File: config.mk
export PLATFORM = sky130hd
export DESIGN_NAME = gen_sram8
export DESIGN_NICKNAME = d
export VERILOG_FILES = /design/src/rtl/gen_sram8_pkg.sv /design/src/rtl/gen_sram8.sv
export SDC_FILE = /design/constraint.sdc
export NUM_CORES = 1
export LEC_CHECK = 0
export ABC_AREA = 1
export CAP_MARGIN = 20
export CORE_ASPECT_RATIO = 1.2
export CORE_MARGIN = 3
export CORE_UTILIZATION = 43
export CTS_BUF_LIST = sky130_fd_sc_hd__clkbuf_8 sky130_fd_sc_hd__clkbuf_16
export DETAILED_ROUTE_END_ITERATION = 10
export PLACE_DENSITY = 0.86
export SLEW_MARGIN = 20
export SYNTH_ARGS = -nofsm -noshare
export SYNTH_HDL_FRONTEND = slang
export SYNTH_SLANG_ARGS = --single-unit
File: constraint.sdc
create_clock -name dev_clk -period 2.05 [get_ports dev_clk]
set_input_delay 0.41 -clock dev_clk [delete_from_list [all_inputs] [get_ports dev_clk]]
set_output_delay 0.41 -clock dev_clk [all_outputs]
set_load 0.1 [all_outputs]
File: src/rtl/gen_sram8_pkg.sv
// Shared definitions for the asynchronous 8-bit SRAM cycle generator.
package gen_sram8_pkg;

  typedef enum logic [2:0] {
    ST_IDLE   = 3'd0,
    ST_SETUP  = 3'd1,
    ST_ACCESS = 3'd2,
    ST_HOLD   = 3'd3,
    ST_ACK    = 3'd4,
    ST_RECOV  = 3'd5
  } state_t;

  // Pick byte lane `lane` out of a 32-bit word.
  function automatic logic [7:0] lane_byte(input logic [31:0] word, input logic [1:0] lane);
    logic [7:0] b;
    case (lane)
      2'd0:    b = word[7:0];
      2'd1:    b = word[15:8];
      2'd2:    b = word[23:16];
      default: b = word[31:24];
    endcase
    return b;
  endfunction

endpackage

File: src/rtl/gen_sram8.sv
// Converts a single-beat dev_* req/ack transfer into a timed SETUP/ACCESS/HOLD
// cycle on an external asynchronous 8-bit SRAM, followed by an ack pulse and a
// bus recovery gap. All outputs are registered.
module gen_sram8
  import gen_sram8_pkg::*;
#(
  parameter int p_aw     = 19,
  parameter int p_setup  = 1,
  parameter int p_access = 3,
  parameter int p_hold   = 1,
  parameter int p_turn   = 1
) (
  input  logic              dev_clk,
  input  logic              dev_rst_n,
  input  logic [31:0]       dev_addr,
  input  logic [31:0]       dev_wdata,
  input  logic [3:0]        dev_be,
  input  logic              dev_wr,
  input  logic              dev_req,
  output logic              dev_ack,
  output logic [31:0]       dev_rdata,
  output logic [p_aw-1:0]   sram_a,
  output logic [7:0]        sram_d_o,
  output logic              sram_d_oe,
  input  logic [7:0]        sram_d_i,
  output logic              sram_ce_n,
  output logic              sram_oe_n,
  output logic              sram_we_n
);

  if (p_setup < 0 || p_setup > 15) begin : g_bad_setup
    $error("gen_sram8: p_setup must be 0..15");
  end
  if (p_access < 1 || p_access > 15) begin : g_bad_access
    $error("gen_sram8: p_access must be 1..15");
  end
  if (p_hold < 0 || p_hold > 15) begin : g_bad_hold
    $error("gen_sram8: p_hold must be 0..15");
  end
  if (p_turn < 1 || p_turn > 15) begin : g_bad_turn
    $error("gen_sram8: p_turn must be 1..15");
  end

  localparam logic [3:0] LD_SETUP  = 4'(p_setup - 1);
  localparam logic [3:0] LD_ACCESS = 4'(p_access - 1);
  localparam logic [3:0] LD_HOLD   = 4'(p_hold - 1);
  localparam logic [3:0] LD_TURN   = 4'(p_turn - 1);

  state_t     state_q, state_d;
  logic [3:0] cnt_q, cnt_d;
  logic       wr_q, be_q;
  logic [7:0] rbyte_q;
  logic       take, wr_d, be_d, active;

  // Upper address bits alias onto the SRAM space by design.
  logic unused_addr_hi;
  assign unused_addr_hi = ^dev_addr[31:p_aw];

  // Next state and wait-counter reload; zero-length phases are skipped.
  always_comb begin
    state_d = state_q;
    cnt_d   = cnt_q;
    case (state_q)
      ST_IDLE: begin
        if (dev_req) begin
          if (p_setup != 0) begin
            state_d = ST_SETUP;
            cnt_d   = LD_SETUP;
          end else begin
            state_d = ST_ACCESS;
            cnt_d   = LD_ACCESS;
          end
        end
      end
      ST_SETUP: begin
        if (cnt_q == '0) begin
          state_d = ST_ACCESS;
          cnt_d   = LD_ACCESS;
        end else begin
          cnt_d = cnt_q - 4'd1;
        end
      end
      ST_ACCESS: begin
        if (cnt_q == '0) begin
          if (p_hold != 0) begin
            state_d = ST_HOLD;
            cnt_d   = LD_HOLD;
          end else begin
            state_d = ST_ACK;
            cnt_d   = '0;
          end
        end else begin
          cnt_d = cnt_q - 4'd1;
        end
      end
      ST_HOLD: begin
        if (cnt_q == '0) begin
          state_d = ST_ACK;
          cnt_d   = '0;
        end else begin
          cnt_d = cnt_q - 4'd1;
        end
      end
      ST_ACK: begin
        state_d = ST_RECOV;
        cnt_d   = LD_TURN;
      end
      ST_RECOV: begin
        if (cnt_q == '0) begin
          state_d = ST_IDLE;
          cnt_d   = '0;
        end else begin
          cnt_d = cnt_q - 4'd1;
        end
      end
      default: begin
        state_d = ST_IDLE;
        cnt_d   = '0;
      end
    endcase
  end

  // Command attributes as they will be seen in the next state, so outputs can be registered.
  always_comb begin
    take   = (state_q == ST_IDLE) && dev_req;
    wr_d   = take ? dev_wr : wr_q;
    be_d   = take ? dev_be[dev_addr[1:0]] : be_q;
    active = (state_d == ST_SETUP) || (state_d == ST_ACCESS) || (state_d == ST_HOLD);
  end

  // FSM state and wait counter.
  always_ff @(posedge dev_clk or negedge dev_rst_n) begin
    if (!dev_rst_n) begin
      state_q <= ST_IDLE;
      cnt_q   <= '0;
    end else begin
      state_q <= state_d;
      cnt_q   <= cnt_d;
    end
  end

  // Command capture, registered pad strobes, read byte capture and ack.
  always_ff @(posedge dev_clk or negedge dev_rst_n) begin
    if (!dev_rst_n) begin
      sram_a    <= '0;
      sram_d_o  <= '0;
      wr_q      <= 1'b0;
      be_q      <= 1'b0;
      rbyte_q   <= '0;
      sram_ce_n <= 1'b1;
      sram_oe_n <= 1'b1;
      sram_we_n <= 1'b1;
      sram_d_oe <= 1'b0;
      dev_ack   <= 1'b0;
      dev_rdata <= '0;
    end else begin
      if (take) begin
        sram_a   <= dev_addr[p_aw-1:0];
        sram_d_o <= lane_byte(dev_wdata, dev_addr[1:0]);
        wr_q     <= dev_wr;
        be_q     <= dev_be[dev_addr[1:0]];
      end
      sram_ce_n <= !active;
      sram_oe_n <= !(active && !wr_d);
      sram_d_oe <= active && wr_d;
      sram_we_n <= !((state_d == ST_ACCESS) && wr_d && be_d);
      dev_ack   <= (state_d == ST_ACK);
      if ((state_q == ST_ACCESS) && (cnt_q == '0) && !wr_q) begin
        rbyte_q <= sram_d_i;
      end
      // With no HOLD phase the capture edge is also the ACK entry edge, so take the pad directly.
      if ((state_d == ST_ACK) && !wr_q) begin
        dev_rdata <= {4{(state_q == ST_ACCESS) ? sram_d_i : rbyte_q}};
      end
    end
  end

endmodule
==> impl_metrics.json, run 1 <==
{
  "status": "complete, no violations",
  "end_kind": "register",
  "fin_nets": 531,
  "cts.clk_slew.worst_paths_ns": 0.07,
  "cts_root_buf": "clkbuf_8",
  "numCtsBuffers": 9,
  "syn_nets": 415,
  "grt_pass1_vias": 2397,
  "grt_antenna_before_repair": 0,
  "area_growth_pct": 45.6,
  "rsz0062_at_grt": "false",
  "pin_count": 144,
  "syn-cell-area_um2": 2780,
  "vias_per_cell": 4.72,
  "fillers": 539,
  "rows": 31,
  "syn_avg_cell_area_um2": 8.31,
  "final_cell_mix": "112 x nand2_1, 67 x buf_4, 65 x clkdlybuf4s50_1, 54 x dfrtp_1, 28 x nor2_1",
  "cts_resized": 0,
  "n_antenna_cell": 0,
  "port_buffers": 130,
  "hold_buffers": 0,
  "max_freq_mhz": 636,
  "yosys-top-cells-area": "dfrtp_1 49%, nand2_1 15%, buf_4 6.5%, a21oi_1 4.1%, nor2_1 3.8%",
  "track_usage_pct": 17.8,
  "die_h_um": 94.1,
  "design_area_um2": 4050,
  "cts_tree": "built",
  "grt-ovfl-total": 0,
  "clk_latency_ns": 0.33,
  "synthDominantCellAreaShare_pct": 48.6,
  "wire_per_inst_um": 11.9,
  "finClkSkew_ns": 0.00536,
  "relSlewSlack_pct": 57.9,
  "path_class": "reg -> reg",
  "finalSetupViolations": 0,
  "grt_pass1_wl_um": 10400,
  "worstMarginPinSlew_ns": 0.629,
  "totalNegativeSetupSlack_ns": 0,
  "htree_levels": 3,
  "slew_viol_final": 0,
  "syn_inst": 335,
  "synth_seq_cells": 57,
  "ant_nets": 0,
  "post-route-util_pct": 65.7,
  "layout-drive-gt1-share_pct": 24.6,
  "fin_crit_ns": 1.57,
  "path_cells": "nor2_1 -> nand2_2 -> nor3_4 -> nor2_1 -> a21oi_1",
  "gp_congestion": 0.785,
  "critPathLaunchType": "register",
  "clockBufferDepth": 2,
  "die_w_um": 79.4,
  "synth_seq_area_share_pct": 51.4,
  "yosys_warnings": 0,
  "arrival_ns": 1.82,
  "dieArea_um2": 7480,
  "place_area_um2": 3880,
  "core-area_um2": 6170,
  "hold_viol_final": 0,
  "critPathBufInv": 0,
  "period_share_pct": 76.7,
  "crit_fanout": 16,
  "yosysUniqueCellTypes": 24,
  "min_path_type": "in -> async",
  "wl_um": 6400,
  "drc_errors": 0,
  "initial_core_util_pct": 45.1,
  "cts_setup_buffers": 0,
  "yosysTopAreaCell": "dfrtp_1",
  "max_stage_delay_ns": 0.51,
  "worstPathRequired_ns": 2.30,
  "vias": 2539,
  "final_common_cell": "nand2_1",
  "cts_sinks": 57,
  "cpMostUsedCell": "nor2_1",
  "grt_start_max_net_pins": 28,
  "cp_slowest_cell": "nor3_4",
  "dp_hpwl_um": 5120,
  "drv_cap": 0,
  "firstDrtPassIters": 4,
  "cp_top_family": "simple AND/OR/NAND/NOR gates",
  "initialDrtViolationCount": 107
}
metrics by stage:
step           hold WS [ns]  std cells  setup WS (ns)
6_report             0.0165        538          0.479
5_1_grt              0.0369        538          0.287
4_1_cts              0.0131        538          0.464
3_5_place_dp          0.372        522          0.204
3_3_place_gp          0.380        522          0.302
2_1_floorplan         0.114        335          0.267
worst register-to-register path, delay by kind of cell (launching register included):
kind | cells | cell delay, ns
DFF | 1 | 0.39
AOI/OAI and AO/OA | 1 | 0.16
and+or+nand+nor | 4 | 0.95
per-layer routing:
metal  up-vias  part of all wire (%)  global-route usage, %
met3        10                   7.5                   5.18
met2        99                    52                   31.3
met1      1165                    39                   20.0
met4         0                   1.7                   7.45
li1       1265                     -                      -
met5         -                     0                      0
synthesized netlist by cell type, drive strengths merged:
library cell / number
inv: 27
or2: 2
nand4: 1
o22ai: 1
nor2: 30
nand2: 114
buf: 32
xor2: 1
o21ai: 24
nand3: 19
a21oi: 25
dfstp: 3
a21boi: 1
dfrtp: 54
nor3: 1
sequential cells by signal, indices dropped and copies added (netlist names):
name       cells
wr_q           1
be_q           1
dev_rdata      8
sram_d_oe      1
sram_a        19
sram_oe_n      1
sram_we_n      1
rbyte_q        8
dev_ack        1
cnt_q          4
state_q        3
sram_d_o       8
sram_ce_n      1
area by class of cell:
cell class / count / area (µm²) / share of cell area [%]
timing repair buffer: 137 / 1240 / 30.6
inverter: 27 / 101 / 2.50
multi-input combinational: 219 / 1010 / 24.8
clock inverter: 6 / 35.0 / 0.865
clock buffer: 10 / 138 / 3.40
sequential: 57 / 1430 / 35.3
tap: 82 / 103 / 2.53
worst paths after layout:
path                            start            end  slack, ns  depth (start not counted)
min                         dev_rst_n     rbyte_q[2]       0.02                          1
max                          cnt_q[2]  dev_rdata[26]       0.48                          5
min reg2reg                sram_a[17]     sram_a[17]       0.48                          2
min in group dev_clk       sram_a[17]     sram_a[17]       0.48                          2
max in group asynchronous   dev_rst_n      sram_we_n       1.47                          2
max reg2reg                  cnt_q[2]  dev_rdata[26]       0.48                          5
cell families (layout without fill, tap and decap cells):
group | after synthesis | in the layout | synth area share [%]
DFF | 57 | 57 | 51.4
buffers and inverters | 59 | 180 | 12.5
and+or+nand+nor | 167 | 167 | 25.2
AOI/OAI and AO/OA | 51 | 51 | 10.7
xor gates and xnor gates | 1 | 1 | 0.315
Power of run 1 is not shown: default switching activity piles up to over one toggle a cycle in this logic, so the estimate is an artifact.
==> inputs of run 2 (changes only) <==
CORE_UTILIZATION = 40   (was 43)
PLACE_DENSITY = 0.81   (was 0.86)
clock period = 1.6 ns   (was 2.05 ns; I/O delays follow)
==> run 2 against run 1 <==
Die area rose by 7.0%; first-iteration DRC count up 23%; largest cell class is now non-clock buffers; critical path depth increased by 2; final cell count grew 0.93%.
==> impl_metrics.json, run 2 (synthesized netlist as in run 1, its figures left out) <==
{
  "status": "complete, no violations",
  "drc_errors": 0,
  "grt-ovfl-total": 0,
  "cp_top_family": "simple AND/OR/NAND/NOR gates",
  "gp_congestion": 0.833,
  "critPathLaunchType": "register",
  "fillers": 444,
  "hold_path_end": "rbyte_q[6]",
  "largest_reg_flops": 19,
  "path_class": "reg -> reg",
  "initial_core_util_pct": 42.1,
  "slew_viol_final": 0,
  "max_freq_mhz": 705,
  "relSlewSlack_pct": 69.8,
  "rows": 32,
  "grt_antenna_before_repair": 0,
  "layout-drive-gt1-share_pct": 26.9,
  "clk_latency_ns": 0.33,
  "n_antenna_cell": 0,
  "max_stage_delay_ns": 0.40,
  "crit-reg2reg-capture": "sram_d_oe",
  "worstPathRequired_ns": 1.86,
  "grt_start_max_net_pins": 58,
  "final_common_cell": "nand2_1",
  "pin_count": 144,
  "die_h_um": 97.4,
  "min_path_type": "reg -> reg",
  "critPathBufInv": 0,
  "numCtsBuffers": 9,
  "rsz0062_at_grt": "false",
  "finalSetupViolations": 0,
  "rrSetupSlack_ns": 0.18,
  "dp_hpwl_um": 5630,
  "vias": 2554,
  "vias_per_cell": 4.70,
  "period_share_pct": 88.7,
  "end_kind": "register",
  "dieArea_um2": 8000,
  "firstDrtPassIters": 4,
  "crit_fanout": 5,
  "drv_cap": 0,
  "wl_um": 6910,
  "worstMarginPinSlew_ns": 0.451,
  "fin_nets": 533,
  "reg2reg_depth": 7,
  "grt_pass1_wl_um": 11500,
  "wire_per_inst_um": 12.7,
  "die_w_um": 82.1,
  "core-area_um2": 6610,
  "cts_sinks": 57,
  "finClkSkew_ns": 0.00549,
  "cts_setup_buffers": 0,
  "totalNegativeSetupSlack_ns": 0,
  "hp-start": "rbyte_q[6]",
  "r2r_start": "cnt_q[2]",
  "initialDrtViolationCount": 132,
  "hold_viol_final": 0,
  "grt_pass1_vias": 2609,
  "cts_root_buf": "clkbuf_8",
  "fin_crit_ns": 1.42,
  "largest-register": "sram_a",
  "clockBufferDepth": 2,
  "cpMostUsedCell": "nor2_1",
  "cts_tree": "built",
  "cts.clk_slew.worst_paths_ns": 0.06,
  "port_buffers": 130,
  "hold_depth": 2,
  "area_growth_pct": 75.2,
  "cp_slowest_cell": "dfrtp_1",
  "path_cells": "nor2_1 -> nand2_2 -> nor2_2 -> nor2_1 -> nand3_1 -> nand2_1 -> nor2_1",
  "final_cell_mix": "112 x nand2_1, 65 x clkdlybuf4s50_1, 65 x buf_12, 46 x dfrtp_1, 27 x nor2_1",
  "arrival_ns": 1.68,
  "track_usage_pct": 18.7,
  "ant_nets": 0,
  "htree_levels": 3
}
## run 2: worst min-delay path: stages (launching register included)
cell	delay, ns
dfrtp_1	0.34
nand2_1	0.06
o21ai_2	0.05
## run 2: layout make-up
class                           count  area [µm²]  share of cell area, %
Sequential cell                    57        1440                   29.5
Clock inverter                      6        57.6                   1.18
Timing Repair Buffer              139        2020                   41.4
Tap cell                           85         106                   2.18
Clock buffer                       10         138                   2.82
Inverter                           27         101                   2.08
Multi-Input combinational cell    219        1010                   20.8
## run 2: per-stage QoR
step           setup slack, ns  utilization, %  instance area, µm²  hold WS, ns  std cells
2_1_floorplan            0.214               -                2790       0.0244        335
3_3_place_gp           -0.0542            70.6                4660        0.344        526
5_1_grt                0.00909            73.8                4880        0.511        543
4_1_cts                 0.0779            73.7                4870        0.485        543
6_report                 0.182            73.8                4880        0.483        543
3_5_place_dp            -0.160            70.6                4660        0.343        526
## run 2: repair_timing
| item | CTS | global route |
|---|---|---|
| endpoints found under the hold margin | 54 | 0 |
| resized for setup | 0 | 2 |
| endpoints found under the setup margin | 0 | 8 |
| hold buffers | 1 | 0 |
## run 2: how the worst max path moves through the flow
stage / from / to / slack [ns] / depth (start not counted)
final: cnt_q[2] / sram_d_oe / 0.18 / 7
after global routing: cnt_q[2] / sram_d_oe / 0.009 / 7
after CTS: cnt_q[2] / rbyte_q[5] / 0.08 / 6
after floorplan: dev_rdata[26] / dev_rdata[10] / 0.21 / 1
after global placement: dev_addr[1] / sram_we_n / -0.05 / 8
after detailed placement: dev_addr[0] / sram_d_o[0] / -0.16 / 6
## run 2: metal layers
layer	part of all wire, %	vias up	wire (µm)	global-route usage (%)
met4	2.4	0	163	7.67
li1	-	1268	-	-
met1	36	1151	2460	19.3
met5	0	-	0	0
met2	51	119	3560	31.3
met3	11	16	736	9.37
Power of run 2 is left out for the same reason.
